[config.mk]
export PLATFORM = sky130hd
export DESIGN_NAME = floo_wormhole_arbiter_flat
export DESIGN_NICKNAME = d
export VERILOG_FILES = /design/src/rtl/floo_pkg.sv /design/src/rtl/floo_wormhole_arbiter_if.sv /design/src/rtl/floo_wormhole_arbiter_output_reg.sv /design/src/rtl/floo_wormhole_arbiter.sv /design/src/flat_wrapper.sv
export SDC_FILE = /design/constraint.sdc
export NUM_CORES = 1
export LEC_CHECK = 0
export ABC_CLOCK_PERIOD_IN_PS = 6800
export BUFFER_PORTS_ARGS = -buffer_cell sky130_fd_sc_hd__buf_4
export CAP_MARGIN = 10
export CORE_MARGIN = 2
export CORE_UTILIZATION = 55
export CTS_CLUSTER_DIAMETER = 50
export DETAILED_ROUTE_END_ITERATION = 12
export PLACE_DENSITY = 0.95
export SYNTH_ARGS = -nofsm -noshare
export SYNTH_HDL_FRONTEND = slang
export SYNTH_HIERARCHICAL = 1
export SYNTH_SLANG_ARGS = --single-unit
[constraint.sdc]
create_clock -name clk_i -period 6.8 [get_ports clk_i]
set_input_delay 1.02 -clock clk_i [delete_from_list [all_inputs] [get_ports clk_i]]
set_output_delay 1.02 -clock clk_i [all_outputs]
set_load 0.01 [all_outputs]
[src/rtl/floo_pkg.sv]
// Shared router types and helpers: arbiter state encoding, default flit
// layout (header with tail marker plus payload) and the round-robin step.
package floo_pkg;

  typedef enum logic {
    ArbIdle   = 1'b0,
    ArbLocked = 1'b1
  } arb_state_e;

  typedef struct packed {
    logic last;  // 1 = tail flit of a packet
  } hdr_t;

  typedef struct packed {
    hdr_t       hdr;
    logic [7:0] payload;
  } flit_t;

  // Advance a round-robin pointer by one, wrapping at n (n need not be a power of two).
  function automatic int unsigned rr_next(input int unsigned ptr, input int unsigned n);
    return (ptr + 32'd1 >= n) ? 32'd0 : ptr + 32'd1;
  endfunction

endpackage

[src/rtl/floo_wormhole_arbiter_if.sv]
// Handshake bundle of one wormhole arbiter: NumInp requesting inputs and one
// output link. Signal names are written from the arbiter's point of view.
//
// Valid/ready semantics: a flit moves on a rising clock edge where valid and
// ready are both high. A source holding valid keeps valid and data unchanged
// until it sees ready; ready may be asserted independently of valid.
interface floo_wormhole_arbiter_if #(
  parameter int unsigned NumInp = 5,
  parameter type         flit_t = floo_pkg::flit_t
);
  logic  [NumInp-1:0] valid_i;
  logic  [NumInp-1:0] ready_o;
  flit_t [NumInp-1:0] data_i;
  logic               valid_o;
  logic               ready_i;
  flit_t              data_o;

  // Arbiter side
  modport slave (
    input  valid_i, data_i, ready_i,
    output ready_o, valid_o, data_o
  );

  // Environment side (input ports upstream, link downstream)
  modport master (
    output valid_i, data_i, ready_i,
    input  ready_o, valid_o, data_o
  );
endinterface

[src/rtl/floo_wormhole_arbiter_output_reg.sv]
// floo_output_reg: one-entry valid/ready pipeline register for a router link.
// Accepts a new item whenever it is empty or being drained in the same cycle,
// so it sustains one item per cycle at one cycle of latency.
module floo_output_reg #(
  parameter type T = logic
) (
  input  logic clk_i,
  input  logic rst_i,
  input  logic valid_i,
  output logic ready_o,
  input  T     data_i,
  output logic valid_o,
  input  logic ready_i,
  output T     data_o
);

  logic full_q, full_d;
  T     data_q, data_d;

  assign ready_o = ~full_q | ready_i;
  assign valid_o = full_q;
  assign data_o  = data_q;

  // Next-state: load on accept, otherwise empty when the consumer takes the item.
  always_comb begin
    full_d = full_q;
    data_d = data_q;
    if (valid_i && ready_o) begin
      full_d = 1'b1;
      data_d = data_i;
    end else if (ready_i) begin
      full_d = 1'b0;
    end
  end

  // Storage register, resets empty.
  always_ff @(posedge clk_i or posedge rst_i) begin
    if (rst_i) begin
      full_q <= 1'b0;
      data_q <= '0;
    end else begin
      full_q <= full_d;
      data_q <= data_d;
    end
  end

endmodule

[src/rtl/floo_wormhole_arbiter.sv]
// floo_wormhole_arbiter: round-robin arbiter for one router output port that
// locks its grant from the head flit to the tail flit of a wormhole packet.
// Optional build macro FLOO_WORMHOLE_ARB_OUT_REG_EN inserts a one-entry output
// register after the mux (1-cycle latency, full throughput); without it the
// data path is combinational from data_i to data_o.
module floo_wormhole_arbiter
  import floo_pkg::*;
#(
  parameter int unsigned NumInp   = 5,
  parameter type         flit_t   = floo_pkg::flit_t,
  parameter int unsigned IdxWidth = (NumInp > 1) ? $clog2(NumInp) : 1
) (
  input  logic                clk_i,
  input  logic                rst_i,
  floo_wormhole_arbiter_if.slave bus,
  output logic                locked_o,
  output logic [IdxWidth-1:0] gnt_idx_o,
  output arb_state_e          state_o,   // debug: arbiter FSM state
  output logic [IdxWidth-1:0] rr_ptr_o   // debug: round-robin start pointer
);

  localparam logic [IdxWidth:0] NumW = (IdxWidth+1)'(NumInp);

  arb_state_e          state_q, state_d;
  logic [IdxWidth-1:0] gnt_idx_q, gnt_idx_d;
  logic [IdxWidth-1:0] rr_ptr_q, rr_ptr_d;

  logic                any_valid;
  logic [IdxWidth-1:0] sel;
  logic [IdxWidth:0]   cand;
  logic                mux_valid;
  flit_t               mux_data;
  logic                int_ready;  // ready of whatever sits after the mux
  logic                xfer;

  assign locked_o = (state_q == ArbLocked);
  assign state_o  = state_q;
  assign rr_ptr_o = rr_ptr_q;
  assign xfer     = mux_valid & int_ready;

  // Round-robin pick: first valid input scanning upward from rr_ptr_q, modulo NumInp.
  always_comb begin
    any_valid = 1'b0;
    sel       = '0;
    cand      = '0;
    for (int unsigned off = 0; off < NumInp; off++) begin
      cand = {1'b0, rr_ptr_q} + (IdxWidth+1)'(off);
      if (cand >= NumW) cand = cand - NumW;
      if (bus.valid_i[cand[IdxWidth-1:0]] && !any_valid) begin
        any_valid = 1'b1;
        sel       = cand[IdxWidth-1:0];
      end
    end
  end

  // Mux and ready steering: locked serves only the owner, idle serves the pick.
  // Everything is held quiet while reset is asserted.
  always_comb begin
    mux_valid   = 1'b0;
    mux_data    = '0;
    bus.ready_o = '0;
    gnt_idx_o   = gnt_idx_q;
    if (!rst_i) begin
      if (state_q == ArbLocked) begin
        mux_valid = bus.valid_i[gnt_idx_q];
        if (mux_valid) mux_data = bus.data_i[gnt_idx_q];
        bus.ready_o[gnt_idx_q] = int_ready;
      end else if (any_valid) begin
        mux_valid        = 1'b1;
        mux_data         = bus.data_i[sel];
        bus.ready_o[sel] = int_ready;
        gnt_idx_o        = sel;
      end
    end
  end

  // FSM next state: lock on a non-tail head, release and advance rr on the tail.
  always_comb begin
    state_d   = state_q;
    gnt_idx_d = gnt_idx_q;
    rr_ptr_d  = rr_ptr_q;
    unique case (state_q)
      ArbIdle: begin
        if (xfer) begin
          if (mux_data.hdr.last) begin
            rr_ptr_d = IdxWidth'(rr_next(32'(sel), NumInp));
          end else begin
            state_d   = ArbLocked;
            gnt_idx_d = sel;
          end
        end
      end
      ArbLocked: begin
        if (xfer && mux_data.hdr.last) begin
          state_d  = ArbIdle;
          rr_ptr_d = IdxWidth'(rr_next(32'(gnt_idx_q), NumInp));
        end
      end
      default: state_d = ArbIdle;
    endcase
  end

  // Arbiter state registers; reset drops any lock and restarts rr at input 0.
  always_ff @(posedge clk_i or posedge rst_i) begin
    if (rst_i) begin
      state_q   <= ArbIdle;
      gnt_idx_q <= '0;
      rr_ptr_q  <= '0;
    end else begin
      state_q   <= state_d;
      gnt_idx_q <= gnt_idx_d;
      rr_ptr_q  <= rr_ptr_d;
    end
  end

`ifdef FLOO_WORMHOLE_ARB_OUT_REG_EN
  floo_output_reg #(
    .T (flit_t)
  ) i_out_reg (
    .clk_i   (clk_i),
    .rst_i   (rst_i),
    .valid_i (mux_valid),
    .ready_o (int_ready),
    .data_i  (mux_data),
    .valid_o (bus.valid_o),
    .ready_i (bus.ready_i),
    .data_o  (bus.data_o)
  );
`else
  assign int_ready   = bus.ready_i;
  assign bus.valid_o = mux_valid;
  assign bus.data_o  = mux_data;
`endif

endmodule
[src/flat_wrapper.sv]
// flat-port wrapper written by rule: the top's interface ports become plain ports
module floo_wormhole_arbiter_flat import floo_pkg::*;
#(
  parameter int unsigned NumInp   = 5,
  parameter type         flit_t   = floo_pkg::flit_t,
  parameter int unsigned IdxWidth = (NumInp > 1) ? $clog2(NumInp) : 1
)
  (clk_i, rst_i, locked_o, gnt_idx_o, state_o, rr_ptr_o, bus_valid_i, bus_data_i, bus_ready_i, bus_ready_o, bus_valid_o, bus_data_o);
  floo_wormhole_arbiter_if #(.NumInp(NumInp), .flit_t(flit_t)) bus_i ();
  input  logic clk_i;
  input  logic rst_i;
  output logic locked_o;
  output logic [IdxWidth-1:0] gnt_idx_o;
  output arb_state_e state_o;
  output logic [IdxWidth-1:0] rr_ptr_o;
  input wire logic [$bits(bus_i.valid_i)-1:0] bus_valid_i;
  input wire logic [$bits(bus_i.data_i)-1:0] bus_data_i;
  input wire logic [$bits(bus_i.ready_i)-1:0] bus_ready_i;
  output wire logic [$bits(bus_i.ready_o)-1:0] bus_ready_o;
  output wire logic [$bits(bus_i.valid_o)-1:0] bus_valid_o;
  output wire logic [$bits(bus_i.data_o)-1:0] bus_data_o;
  assign bus_i.valid_i = bus_valid_i;
  assign bus_i.data_i = bus_data_i;
  assign bus_i.ready_i = bus_ready_i;
  assign bus_ready_o = bus_i.ready_o;
  assign bus_valid_o = bus_i.valid_o;
  assign bus_data_o = bus_i.data_o;
  floo_wormhole_arbiter #(.NumInp(NumInp), .flit_t(flit_t), .IdxWidth(IdxWidth)) u_core (.clk_i(clk_i), .rst_i(rst_i), .bus(bus_i), .locked_o(locked_o), .gnt_idx_o(gnt_idx_o), .state_o(state_o), .rr_ptr_o(rr_ptr_o));
endmodule
==> summary.txt <==
Status
  • Outcome: completed

Logic synthesis
  • Syn avg cell area: 7.66 um^2
  • Mapped Area: 0.00260 mm^2
  • Ys Warns: 6
  • Synth area leader: mux4_2
  • Mapped Cells: 339
  • Register area share after synthesis: 6.74%
  • Largest family of logic cells by synthesized area: compound AO/OA/AOI/OAI gates
  • Count of state elements after synthesis: 7
  • Ys async rst share: 100%
  • Compound-Gate Fraction of Synth Area: 31.5%
  • Post-synth EDFFs: 0
  • Area share of the largest cell type after synthesis: 10.4%
  • Ys flop type: dfrtp_1
  • Adder-cell area share of the yosys netlist: 5.59%
  • Multiplexer share of the synthesized area: 23.0%
  • Cell variety after synth: 74
  • Synth Area in Simple Gates: 23.7%
  • Synth area leaders: mux4_2 (10%), mux2i_1 (6.9%), dfrtp_1 (6.7%)
  • Syn_nets: 403
  • Xor and xnor area share after synthesis: 2.02%

Setup path
  • Critical path peak fanout: 23
  • Startpoint types: flip-flop
  • WS Path Type: reg -> out
  • Register-to-Register Path Depth: 13
  • Critical Path AT: 5.30 ns
  • Reg2reg setup slack: 1.54 ns
  • Worst Path Required: 5.78 ns
  • Crit path capture type: output pin
  • Reg-to-reg startpoint: u_core/rr_ptr_o[1]

STA
  • Worst Max-Slew Pin Slew: 0.950 ns
  • Rel. slew slack: 36.4%
  • RSZ-0062 raised after global routing: no
  • Final hold violations: 0
  • Tcrit/Tclk final: 92.9%
  • # setup viols final: 0
  • Skew final: 0.00115 ns
  • Minimum clock period: 6.32 ns
  • Final Max Tran Viols: 0
  • Final WS setup: 0.484 ns
  • Max frequency: 0.158 GHz
  • Total negative slack: 0 ns

Pwr
  • Pint: 917 uW
  • Comb power frac: 91.3%
  • Peak supply drop: 438 uV
  • Clock share of power: 2.8%
  • Psw: 1.13 mW
  • Pleak: 1.36 nW
  • Switching part of the total: 55.2%
  • Flop pwr share: 5.9%
  • Power per cell area: 647 mW/mm^2

Clocking
  • Root Driver: clkbuf_8
  • CTS Buf Count: 3
  • CTS Sinks: 7
  • CTS Hold Buffers Added: 0
  • Post-CTS Setup Bufs: 0
  • CTS tree: built
  • Worst-path clk slew: 0.04 ns
  • Deepest clock path buffer count: 2
  • Clock latency at the later pin of the worst-skew pair: 0.22 ns
  • Htree depth: 1
  • Post-CTS sizing: 0

Routing
  • Total wire length: 8190 um
  • Via count: 3,065
  • Post-route DRC: 0
  • Wire length per cell: 18.2 um
  • Drt pass-1 iters: 5
  • Iter 0 DRT Violations: 332
  • Post-route antenna net violation count: 0
  • Routed vias/inst: 6.83

Placed design
  • Post-DP HPWL: 6280 um
  • Placer Congestion: 1.05
  • Pre-CTS WS: 0.792 ns
  • I/O Buffers: 75
  • Placed Cells: 444

GRT
  • GR Util met1: 40.0%
  • Vias in the first global route: 2,854
  • GR Layer Usage met3: 1.93%
  • Grt met2 use: 52.6%
  • Top Usage Layer GRT: met2
  • Congestion Overflow GR: 0
  • Initial antenna violation count: 0
  • Pin count of the biggest net entering global routing: 32
  • First-pass GRT wire length: 13,100 um
  • Gr usage total: 30.5%

Die
  • CORE AREA: 0.00463 mm^2
  • Die height: 72.7 um
  • Die ar.: 0.00529 mm^2
  • Die width: 72.7 um
  • Count of boundary I/O pins: 76
  • Floorplan row count: 25
  • Initial Util: 56.1%

Job
  • Max-cap violations: 0

Min path
  • Hold EP: u_core/rr_ptr_o[0]
  • Worst Hold Depth: 2
  • Hold_sp: u_core/rr_ptr_o[0]
  • Hold Path Class: reg -> reg

Layout
  • Share of cells above drive strength 1: 30.4%
  • Nets: 460
  • Final non-filler cell total: 449
  • Area grow syn2layout: 21.9%
  • FILL cells: 369
  • Number of diodes: 0
  • Final Util: 68.4%
layout by cell type (no fill, tap or decap), drive strengths merged, types with 5 or more instances in the layout:
cell	netlist	routed
nand3	11	11
mux2i	18	18
inv	14	14
or2	5	5
xnor2	5	5
dfrtp	7	7
mux2	13	13
buf	13	79
a22oi	11	11
a211oi	6	6
o211ai	14	14
ha	10	10
a21oi	22	22
nand2b	9	9
o2bb2ai	9	9
nor2	22	22
mux4	12	12
o21ai	15	15
nand2	42	42
routing by layer:
metal / up-vias / wire [um] / part of all wire (%)
li1: 1416 / - / -
met4: 0 / 225 / 2.7
met2: 201 / 4140 / 51
met3: 27 / 615 / 7.5
met1: 1421 / 3210 / 39
met5: - / 0 / 0
cells in the mapped netlist, types with 3 or more instances:
cell / n
nor3_1: 4
mux4_2: 12
a22oi_1: 11
nand2b_1: 9
inv_1: 14
a211oi_1: 6
buf_2: 8
mux2i_1: 18
ha_1: 10
mux2_2: 13
o21ai_0: 14
a21boi_1: 3
nor2_1: 22
xnor2_1: 5
or2_2: 4
a21oi_1: 21
nand4_1: 4
and3_1: 3
o211ai_1: 13
nand2_1: 42
clkbuf_1: 14
dfrtp_1: 7
o2bb2ai_1: 9
nor2b_1: 3
nand3_1: 11
metrics by stage:
step / power [mW] / area, um^2 / hold WS, ns
2_1_floorplan: 1.55 / 2600 / 0.729
3_3_place_gp: 1.89 / 3120 / 0.679
3_5_place_dp: 1.94 / 3120 / 0.700
4_1_cts: 2.01 / 3160 / 0.722
5_1_grt: 2.20 / 3170 / 0.778
6_report: 2.05 / 3170 / 0.737
cell type report:
type	count	area (um^2)	area share [%]
clock buffer	4	45.0	1.42
inverter	16	60.1	1.90
timing repair buffer	79	591	18.6
multi-input combinational	289	2230	70.4
tap	54	67.6	2.13
sequential	7	175	5.53
power groups by stage:
stage          clock, mW  sequential (mW)  combinational (mW)
6_report          0.0567            0.122                1.87
5_1_grt           0.0599            0.129                2.02
4_1_cts           0.0576            0.120                1.83
3_5_place_dp           0            0.121                1.82
3_3_place_gp           0            0.119                1.77
2_1_floorplan          0           0.0808                1.47
worst max-delay path, cell delays in order, from the launching register on:
cell       delay, ns
dfrtp_1         0.68
inv_1           0.27
ha_1            0.81
mux2_2          0.41
mux4_2          0.49
a21oi_1         0.30
a32o_1          0.16
o311ai_0        0.13
o211ai_2        0.65
buf_4           0.34
mux2_2          0.36
nand2_1         0.07
o211ai_1        0.08
o2bb2ai_1       0.14
buf_4           0.15
how the worst max path moves through the flow:
stage / start / to / slack (ns)
6_report: u_core/rr_ptr_o[1] / bus_data_o[4] / 0.48
2_1_floorplan: u_core/rr_ptr_o[1] / bus_ready_o[2] / 1.73
3_3_place_gp: u_core/rr_ptr_o[1] / bus_data_o[8] / 0.98
5_1_grt: u_core/rr_ptr_o[1] / bus_ready_o[2] / 0.11
3_5_place_dp: u_core/rr_ptr_o[1] / bus_data_o[5] / 0.79
4_1_cts: u_core/rr_ptr_o[1] / bus_data_o[5] / 0.56
cell families after synthesis:
group                      count (synthesis)
DFF                                        7
AOI/OAI and AO/OA                        109
muxes                                     43
xor gates and xnor gates                   6
and+or+nand+nor                          120
adders and majority gates                 11
buffers and inverters                     43
(Power assumes the default switching activity.)
